--- src/rtl/wb_watch_tracer.sv ---
// Writeback trace unit. Watches the WB-stage register-file write port and
// compares it against NUM_WATCH programmable slots. Each matching write
// becomes a timestamped event in a first-word-fall-through FIFO. The FIFO is
// drained through a valid/ready handshake. Dropped events and compare
// mismatches are kept in sticky status registers.
module wb_watch_tracer #(
  parameter  int NUM_WATCH = 4,
  parameter  int DEPTH     = 16,
  parameter  int XLEN      = 32,
  parameter  int CYC_W     = 32,
  localparam int IDX_W     = (NUM_WATCH > 1) ? $clog2(NUM_WATCH) : 1,
  localparam int AW        = $clog2(DEPTH),
  localparam int CNT_W     = AW + 1
) (
  input  logic             clk,
  input  logic             reset,
  input  logic             wb_reg_write,
  input  logic [4:0]       wb_rd_addr,
  input  logic [XLEN-1:0]  wb_write_data,
  input  logic             cfg_we,
  input  logic [IDX_W-1:0] cfg_idx,
  input  logic [4:0]       cfg_addr,
  input  logic [1:0]       cfg_mode,
  input  logic [XLEN-1:0]  cfg_expect,
  input  logic             clear,
  output logic             evt_valid,
  input  logic             evt_ready,
  output logic [IDX_W-1:0] evt_slot,
  output logic [4:0]       evt_rd,
  output logic [XLEN-1:0]  evt_data,
  output logic [CYC_W-1:0] evt_cycle,
  output logic             evt_mismatch,
  output logic [CNT_W-1:0] fifo_count,
  output logic [15:0]      overflow_cnt,
  output logic             mismatch_flag
);

  typedef enum logic [1:0] {
    MODE_OFF     = 2'b00,
    MODE_LOG     = 2'b01,
    MODE_CMP     = 2'b10,
    MODE_ONESHOT = 2'b11
  } mode_e;

  typedef struct packed {
    logic [IDX_W-1:0] slot;
    logic [4:0]       rd;
    logic [XLEN-1:0]  data;
    logic [CYC_W-1:0] cyc;
    logic             mis;
  } evt_t;

  // Slot configuration
  mode_e                mode_q   [NUM_WATCH];
  logic [4:0]           addr_q   [NUM_WATCH];
  logic [XLEN-1:0]      expect_q [NUM_WATCH];
  logic [NUM_WATCH-1:0] armed_q;

  // Event FIFO and status
  evt_t             mem_q [DEPTH];
  logic [AW-1:0]    wr_ptr_q, wr_ptr_d;
  logic [AW-1:0]    rd_ptr_q, rd_ptr_d;
  logic [CNT_W-1:0] cnt_q, cnt_d;
  logic [15:0]      ovf_q, ovf_d;
  logic             mis_flag_q, mis_flag_d;
  logic [CYC_W-1:0] cyc_q, cyc_d;

  // Match results for the current cycle
  logic             hit;
  logic [IDX_W-1:0] hit_idx;
  logic             hit_mis;
  logic             hit_oneshot;
  logic             push, pop, full, accept, drop;
  evt_t             evt_in;
  evt_t             head;

  // Slot match: scan from the top so the lowest matching index is kept last.
  always_comb begin
    // NOTE: every variable assigned in a combinational block gets a default
    // first, so no path leaves it unassigned and no latch is inferred.
    hit         = 1'b0;
    hit_idx     = '0;
    hit_mis     = 1'b0;
    hit_oneshot = 1'b0;
    for (int i = NUM_WATCH - 1; i >= 0; i--) begin
      if (wb_reg_write && (wb_rd_addr != 5'd0) && (mode_q[i] != MODE_OFF) &&
          (addr_q[i] == wb_rd_addr) &&
          ((mode_q[i] != MODE_ONESHOT) || armed_q[i])) begin
        hit         = 1'b1;
        hit_idx     = IDX_W'(i);
        hit_mis     = (mode_q[i] == MODE_CMP) && (wb_write_data != expect_q[i]);
        hit_oneshot = (mode_q[i] == MODE_ONESHOT);
      end
    end
  end

  assign evt_in = '{slot: hit_idx, rd: wb_rd_addr, data: wb_write_data,
                    cyc: cyc_q, mis: hit_mis};

  // Clear overrides both sides of the FIFO; a full FIFO accepts a push only
  // when the head leaves in the same cycle.
  assign push   = hit && !clear;
  assign pop    = evt_valid && evt_ready && !clear;
  assign full   = (cnt_q == CNT_W'(DEPTH));
  assign accept = push && (!full || pop);
  assign drop   = push && full && !pop;

  // Slot config writes, and disarming of one-shot slots after they fire.
  always_ff @(posedge clk or negedge reset) begin
    // NOTE: state registers use non-blocking assignments so every register
    // samples the pre-edge values, independent of statement order.
    if (!reset) begin
      for (int i = 0; i < NUM_WATCH; i++) begin
        mode_q[i]   <= MODE_OFF;
        addr_q[i]   <= '0;
        expect_q[i] <= '0;
        armed_q[i]  <= 1'b1;
      end
    end else begin
      for (int i = 0; i < NUM_WATCH; i++) begin
        if (cfg_we && (cfg_idx == IDX_W'(i))) begin
          mode_q[i]   <= mode_e'(cfg_mode);
          addr_q[i]   <= cfg_addr;
          expect_q[i] <= cfg_expect;
          armed_q[i]  <= 1'b1;
        end else if (push && hit_oneshot && (hit_idx == IDX_W'(i))) begin
          armed_q[i]  <= 1'b0;
        end
      end
    end
  end

  // Next state of pointers, occupancy, status and the timestamp counter.
  always_comb begin
    cyc_d      = cyc_q + CYC_W'(1);
    wr_ptr_d   = wr_ptr_q;
    rd_ptr_d   = rd_ptr_q;
    cnt_d      = cnt_q;
    ovf_d      = ovf_q;
    mis_flag_d = mis_flag_q;
    if (clear) begin
      cyc_d      = '0;
      wr_ptr_d   = '0;
      rd_ptr_d   = '0;
      cnt_d      = '0;
      ovf_d      = '0;
      mis_flag_d = 1'b0;
    end else begin
      if (accept) wr_ptr_d = wr_ptr_q + AW'(1);
      if (pop)    rd_ptr_d = rd_ptr_q + AW'(1);
      if (accept && !pop)      cnt_d = cnt_q + CNT_W'(1);
      else if (!accept && pop) cnt_d = cnt_q - CNT_W'(1);
      if (drop && (ovf_q != 16'hFFFF)) ovf_d = ovf_q + 16'd1;
      if (push && hit_mis) mis_flag_d = 1'b1;
    end
  end

  // FIFO bookkeeping, status and cycle counter registers.
  always_ff @(posedge clk or negedge reset) begin
    if (!reset) begin
      cyc_q      <= '0;
      wr_ptr_q   <= '0;
      rd_ptr_q   <= '0;
      cnt_q      <= '0;
      ovf_q      <= '0;
      mis_flag_q <= 1'b0;
    end else begin
      cyc_q      <= cyc_d;
      wr_ptr_q   <= wr_ptr_d;
      rd_ptr_q   <= rd_ptr_d;
      cnt_q      <= cnt_d;
      ovf_q      <= ovf_d;
      mis_flag_q <= mis_flag_d;
    end
  end

  // Event storage written at the tail.
  always_ff @(posedge clk) begin
    // NOTE: the storage array has no reset. Entries are only observed
    // through the occupancy count, so stale contents are never visible.
    if (accept) mem_q[wr_ptr_q] <= evt_in;
  end

  // Head of the FIFO, forced to zero while empty.
  assign head          = mem_q[rd_ptr_q];
  assign evt_valid     = (cnt_q != '0);
  assign evt_slot      = evt_valid ? head.slot : '0;
  assign evt_rd        = evt_valid ? head.rd   : '0;
  assign evt_data      = evt_valid ? head.data : '0;
  assign evt_cycle     = evt_valid ? head.cyc  : '0;
  assign evt_mismatch  = evt_valid && head.mis;
  assign fifo_count    = cnt_q;
  assign overflow_cnt  = ovf_q;
  assign mismatch_flag = mis_flag_q;

endmodule

--- config.mk ---
export PLATFORM = sky130hd
export DESIGN_NAME = wb_watch_tracer
export DESIGN_NICKNAME = d
export VERILOG_FILES = /design/src/rtl/wb_watch_tracer.sv
export SDC_FILE = /design/constraint.sdc
export NUM_CORES = 1
export LEC_CHECK = 0
export ABC_AREA = 1
export BUFFER_PORTS_ARGS = -buffer_cell sky130_fd_sc_hd__buf_2
export CORE_UTILIZATION = 50
export DETAILED_ROUTE_END_ITERATION = 10
export PLACE_DENSITY = 0.66
export SYNTH_ARGS = -nofsm -noshare
export SYNTH_HDL_FRONTEND = slang
export SYNTH_SLANG_ARGS = --single-unit
--- constraint.sdc ---
create_clock -name clk -period 7.3 [get_ports clk]
set_clock_uncertainty 0.2 [all_clocks]
set_input_delay 0.73 -clock clk [delete_from_list [all_inputs] [get_ports clk]]
set_output_delay 0.73 -clock clk [all_outputs]
set_load 0.1 [all_outputs]
==> run_results.csv, run 1 <==
group,metric,value,unit
outcome,outcome,"finished, final reports clean",
route,firstDrtPassIters,5,
cells_and_area,syn_to_final_growth,12.3,%
power,power,22900,µW
cts,cts_resized,0,
die,num_rows,122,
critical_path,arrival,4.55,ns
critical_path,cp-startpoint,"rd_ptr_q[0]",
critical_path,crit_path_start_kind,"register",
critical_path,rrSetupSlack,3.42,ns
critical_path,crit_family,"buffers and inverters",
global_routing,antenna_found_initial,3,
route,vias_per_cell,5.87,
critical_path,ff2ff_path_depth,13,
critical_path,worst-path-max-fanout,178,
route,drt-initial-drc-count,3498,
die,io_pins,179,
logic_synthesis,synth_common_cells,"edfxtp_1, o21ai_0, nor2_1",
power,p_per_area,362,nW/µm²
route,antenna_left,0,
cells_and_area,diodes,0,
cts,cts_setup_buffers,0,
logic_synthesis,synth_xor_area_share,1.74,%
power,worst_ir_drop_vdd,352,µV
logic_synthesis,async_flop_share,16.2,%
power,power_leakage,0.0219,µW
cts,cts_tree,"yes",
timing,fin_crit,5.48,ns
logic_synthesis,synth_top_area_share,61.5,%
hold_path,holdPathStages,3,
die,die_y,337,µm
cts,hold_buffers,1,
logic_synthesis,synth_top_family_by_area,"compound AO/OA/AOI/OAI gates",
flow_run,cap_violations,0,
timing,fin_setup_tns,0,ns
route,vias,36700,
route,wl_per_cell,22.6,µm
hold_path,hp-start,"cfg_expect[28]",
placement,port_buffers,178,
logic_synthesis,synthTopCellsByArea,"edfxtp_1, dfrtp_1, o21ai_0, nor2_1, o221ai_1",
logic_synthesis,synth_simple_gate_area_share,10.5,%
critical_path,cpPeakStageDelay,0.83,ns
cts,clockRootBuffer,"clkbuf_16",
placement,dp_hpwl,75.1,mm
critical_path,path_class,"reg -> out",
die,start_util,50.6,%
global_routing,grt_pass1_wl,217,mm
cts,clockBufferDepth,3,
logic_synthesis,netlist_instances,4582,
critical_path,slowest_stage,"dfrtp_4",
logic_synthesis,synth_compound_area_share,12.9,%
cts,cts.clk_slew.worst_paths,0.06,ns
timing,fmax,183,MHz
logic_synthesis,yosysMostFrequentCell,"edfxtp_1",
cts,cts_sinks,1374,
logic_synthesis,synth_cell_types,50,
cts,clkLatencyLatePin,0.75,ns
cells_and_area,fin_cells,6257,
die,fp.dieArea,114000,µm²
route,routed_wl,141,mm
logic_synthesis,syn-num-nets,4678,
logic_synthesis,ys.flop_type,"edfxtp_1",
hold_path,min_to,"expect_q[60]",
critical_path,rr_startpoint,"mode_q[6]",
global_routing,grt_max_degree,208,
logic_synthesis,ys_ff_latch,1374,
die,core_area,111000,µm²
timing,post-route-period-util,75.0,%
hold_path,min_path_type,"in -> reg",
critical_path,crit_required,6.37,ns
critical_path,timing.rr.end,"mem_q[12][46]",
timing,slew_viol_final,0,
logic_synthesis,yosys.area_share.adder,0.280,%
logic_synthesis,syn_area,56200,µm²
critical_path,worstSetupEndpointType,"output port",
placement,dp.cells,5997,
logic_synthesis,yosysTopAreaCell,"edfxtp_1",
global_routing,grt_util_all_layers,25.0,%
timing,rsz0062_at_grt,"no",
global_routing,grt-ovfl-total,0,
logic_synthesis,synth_mux_area_share,0,%
timing,slew_headroom,14.3,%
logic_synthesis,yosysSeqAreaShare,71.4,%
timing,hold_violations,0,
timing,setup_viol,0,
timing,worst_slew_pin_slew,1.29,ns
placement,place_congestion,0.788,
critical_path,path_buf_inv,3,
cells_and_area,drive_gt1_share,11.6,%
cts,numCtsBuffers,142,
logic_synthesis,yosys_warnings,0,
die,die_x,337,µm
logic_synthesis,syn_avg_cell_area,12.3,µm²
critical_path,crit_path_cell_trace,"buf_12, buf_4, o21ai_0, o221ai_1, o211ai_1, a21oi_1, buf_2",
logic_synthesis,synth_edf_count,1152,
route,drc,0,
cts,h-tree-depth,4,
cells_and_area,nets,4750,
global_routing,first_global_vias,36100,
## worst max path at each step
stage,end,depth (start not counted)
after floorplan,mem_q[0][0],11
after global placement,evt_cycle[10],7
after detailed placement,evt_cycle[10],7
after CTS,evt_cycle[6],7
after global routing,evt_cycle[6],7
final,evt_cycle[6],7
## power by group
| part | total [µW] | switching (µW) | internal (µW) |
|---|---|---|---|
| combinational | 6830 | 5580 | 1250 |
| sequential | 8850 | 210 | 8640 |
| clock | 7190 | 3040 | 4150 |
| total | 22900 | 8820 | 14000 |
## area by class of cell
| type | count | area [µm²] |
|---|---|---|
| clock buffer | 177 | 3840 |
| clock inverter | 82 | 783 |
| fill | 9073 | 48000 |
| inverter | 156 | 606 |
| multi-input combinational | 2756 | 14400 |
| sequential | 1374 | 40200 |
| tap | 1488 | 1860 |
| timing repair buffer | 224 | 1460 |
## worst reg2reg max path: cells and delay by family (launching register included)
kind,cells,cell delay (ns)
flops,1,0.42
buf+inv,2,0.70
simple gates,11,2.16
## layer usage
metal | vias to the layer above | part of all wire [%] | GRT usage, % | wire [µm]
met4 | 0 | 2.9 | 8.54 | 4090
met3 | 259 | 6.5 | 3.38 | 9160
met1 | 18300 | 42 | 34.3 | 60000
li1 | 16900 | - | - | -
met2 | 1332 | 48 | 41.3 | 68000
met5 | - | 0 | 0 | 0
## registers in the layout (all words and copies together), names as in the netlist
register       cells
wr_ptr_q           4
cyc_q             32
overflow_cnt      16
addr_q            20
fifo_count         5
mode_q             8
armed_q            4
mismatch_flag      1
expect_q         128
rd_ptr_q           4
mem_q           1152
## placed cells by master, fill, tap and decap left out, drive strengths merged, types with 61 or more instances in the layout
cell type,Yosys,layout
edfxtp,1152,1152
o21ai,754,754
nor2,722,722
nand2,434,434
buf,52,223
dfrtp,218,218
o221ai,207,207
clkbuf,244,177
inv,153,164
nand3,157,157
a21oi,96,96
o22ai,82,82
xnor2,81,81
o211ai,81,81
clkinv,3,61
## kinds of logic after synthesis
| logic type | count (synthesis) |
|---|---|
| xor+xnor | 112 |
| fa+ha+maj | 12 |
| buf+inv | 452 |
| compound gates | 1228 |
| simple gates | 1404 |
| flops | 1374 |
## metrics by stage
stage	area [µm²]	hold slack, ns	util (%)	setup WS [ns]
after CTS	63100	0.0590	56.8	1.83
after detailed placement	58500	0.260	52.6	2.67
after floorplan	56200	0.234	-	1.82
final	63100	0.103	56.8	1.82
after global routing	63100	0.0983	56.8	1.58
after global placement	58500	0.250	52.6	2.65
Power figures use the tool's default switching activity.
==> run 2, diff against run 1 <==
--- a/config.mk
+++ b/config.mk
@@ -5,7 +5,7 @@
 export SDC_FILE = /design/constraint.sdc
 export NUM_CORES = 1
 export LEC_CHECK = 0
-export ABC_AREA = 1
+export ABC_AREA = 0
 export BUFFER_PORTS_ARGS = -buffer_cell sky130_fd_sc_hd__buf_2
 export CORE_UTILIZATION = 50
 export DETAILED_ROUTE_END_ITERATION = 10
==> constraint.sdc (replaced) <==
create_clock -name clk -period 5.41 [get_ports clk]
set_clock_uncertainty 0.2 [all_clocks]
set_input_delay 0.541 -clock clk [delete_from_list [all_inputs] [get_ports clk]]
set_output_delay 0.541 -clock clk [all_outputs]
set_load 0.1 [all_outputs]
==> run_results.csv, run 2 <==
group,metric,value,unit
route,drc,0,
die,fp.dieArea,111000,µm²
power,power,30400,µW
critical_path,arrival,3.86,ns
hold_path,hp-start,"cfg_we",
die,die_y,333,µm
critical_path,crit_required,4.67,ns
timing,fin_crit,4.60,ns
critical_path,cp-startpoint,"rd_ptr_q[0]",
route,firstDrtPassIters,5,
global_routing,grt_max_degree,143,
critical_path,timing.rr.end,"fifo_count[4]",
timing,holdWs,0.0349,ns
logic_synthesis,synth_top_area_share,63.1,%
route,top_layer_used,"met4",
global_routing,grt_pass1_wl,189,mm
power,p_int,20200,µW
die,core_area,109000,µm²
die,start_util,50.4,%
route,antenna_left,0,
cells_and_area,final_core_util,58.2,%
logic_synthesis,synthTopCellsByArea,"edfxtp_1, mux4_2, dfrtp_1, mux2_2, xnor2_1",
power,p_per_area,480,nW/µm²
cts,numCtsBuffers,141,
placement,placed_area,58200,µm²
timing,post-route-period-util,85.1,%
cells_and_area,drive_gt1_share,33.1,%
critical_path,path_class,"reg -> out",
global_routing,antenna_found_initial,5,
cells_and_area,fin_cells,4500,
placement,port_buffers,178,
critical_path,crit_end,"evt_data[8]",
logic_synthesis,ys.flop_type,"edfxtp_1",
cells_and_area,fill_cells,7827,
power,worst_ir_drop_vdd,403,µV
cts,clockRootBuffer,"clkbuf_16",
power,switchingPower,10200,µW
logic_synthesis,async_flop_share,16.2,%
cells_and_area,largest_reg_flops,1152,
cells_and_area,syn_to_final_growth,15.4,%
timing,fmax,217,MHz
timing,hold_violations,0,
power,clkPwrFrac,32.4,%
cells_and_area,reg.largest.list,"mem_q (1152), expect_q (128), cyc_q (32)",
die,num_rows,121,
cts,cts_tree,"yes",
route,routed_wl,126,mm
route,met3_length,6.51,mm
route,wl_per_cell,27.9,µm
cts,clockBufferDepth,3,
power,swShare,33.7,%
route,vias,27100,
route,wl_met2,63.3,mm
die,die_x,333,µm
placement,dp.cells,4194,
critical_path,ff2ff_path_depth,12,
die,io_pins,179,
critical_path,worst-path-max-fanout,31,
logic_synthesis,synth_cell_types,54,
power,pwr-share-seq,39.6,%
cts,cts_setup_buffers,0,
logic_synthesis,yosys_warnings,0,
placement,place_congestion,0.850,
critical_path,worstSetupEndpointType,"output port",
logic_synthesis,yosysMostFrequentCell,"edfxtp_1",
timing,worst_slew_pin_slew,1.18,ns
cells_and_area,most-common-layout-cells,"edfxtp_1, mux4_2, dfrtp_1",
route,drt-initial-drc-count,2342,
logic_synthesis,syn-num-nets,2752,
critical_path,rr_startpoint,"addr_q[12]",
global_routing,grt_util_all_layers,23.1,%
logic_synthesis,yosysTopAreaCell,"edfxtp_1",
timing,rsz0062_at_grt,"no",
critical_path,crit_path_start_kind,"register",
cts,hold_buffers,42,
logic_synthesis,netlist_instances,2656,
logic_synthesis,yosysSeqAreaShare,73.2,%
placement,dp_hpwl,72.5,mm
global_routing,first_global_vias,28800,
power,power_leakage,0.0209,µW
logic_synthesis,synth_edf_count,1152,
timing,slew_viol_final,0,
global_routing,grt-ovfl-total,0,
timing,slew_headroom,19.6,%
timing,setup_viol,0,
logic_synthesis,syn_avg_cell_area,20.7,µm²
route,route.layer.met1.wl,53.4,mm
cells_and_area,nets,3061,
route,vias_per_cell,6.03,
logic_synthesis,ys_ff_latch,1374,
cts,cts_resized,0,
cts,clkLatencyLatePin,0.76,ns
critical_path,rrSetupSlack,1.10,ns
logic_synthesis,syn_area,54900,µm²
cts,h-tree-depth,4,
cts,cts_sinks,1374,
logic_synthesis,synth_common_cells,"edfxtp_1, mux4_2, dfrtp_1",
flow_run,cap_violations,0,
cells_and_area,regMostFlops,"mem_q",
cts,cts.clk_slew.worst_paths,0.06,ns
cells_and_area,final_cell_area,63300,µm²
outcome,outcome,"finished, final reports clean",
cells_and_area,final_common_cell,"edfxtp_1",
hold_path,min_path_type,"in -> reg",
power,combPwrFrac,28.0,%
==> run 2: cell types whose count changed in the layout (fill, tap and decap cells not counted), sizes merged, moves of 162 or more <==
cell	delta
o21ai	-742
nor2	-656
nand2	-391
mux4	+360
o221ai	-207
mux2	+162
==> run 2: how the worst min path moves through the flow <==
stage,end,depth (start not counted)
global placement,armed_q[1],2
global route,mem_q[12][34],1
CTS,mem_q[8][36],1
floorplan,addr_q[0],0
detailed placement,armed_q[1],2
finish,armed_q[3],3
==> run 2: layer usage <==
metal / vias to the layer above / global-route usage [%]
li1: 11500 / -
met1: 14600 / 32.2
met2: 834 / 38.4
met3: 182 / 3.74
met4: 0 / 5.98
met5: - / 0
==> run 2: logic make-up after synthesis <==
group / after synthesis / share of synthesized area, %
DFF: 1374 / 73.2
muxes: 527 / 18.2
AOI/OAI and AO/OA: 61 / 0.762
buffers and inverters: 140 / 1.02
and+or+nand+nor: 361 / 3.66
xor gates and xnor gates: 181 / 2.89
adders and majority gates: 12 / 0.287
==> run 2: area by class of cell <==
class	instances	area [µm²]	share of cell area (%)
clock inverters	77	828	1.31
repair buffers	296	2290	3.62
diodes	3	7.51	0.0119
inverters	10	37.5	0.0593
flip-flops and latches	1374	40200	63.4
clock buffers	184	3920	6.19
multi-input cells	1142	14300	22.6
well taps	1414	1770	2.79
==> run 2: stage by stage <==
step / setup TNS, ns / worst slack (ns)
after global placement: 0 / 0.907
after detailed placement: 0 / 0.805
after CTS: 0 / 0.639
after floorplan: -661.29 / -0.720
after global routing: 0 / 0.604
final: 0 / 0.808
==> run 2: worst max-delay path: stages, from the launching register on <==
cell	delay (ns)
dfrtp_4	0.93
buf_4	0.49
mux4_2	0.57
mux4_2	0.51
and2_1	0.25
buf_2	0.32
==> run 2: power groups by stage <==
stage / Combinational, µW / Sequential, µW / Clock (µW)
3_5_place_dp: 8620 / 12300 / 0
5_1_grt: 8940 / 12100 / 10400
6_report: 8520 / 12000 / 9850
2_1_floorplan: 6760 / 12200 / 0
3_3_place_gp: 8560 / 12200 / 0
4_1_cts: 8660 / 12000 / 10000
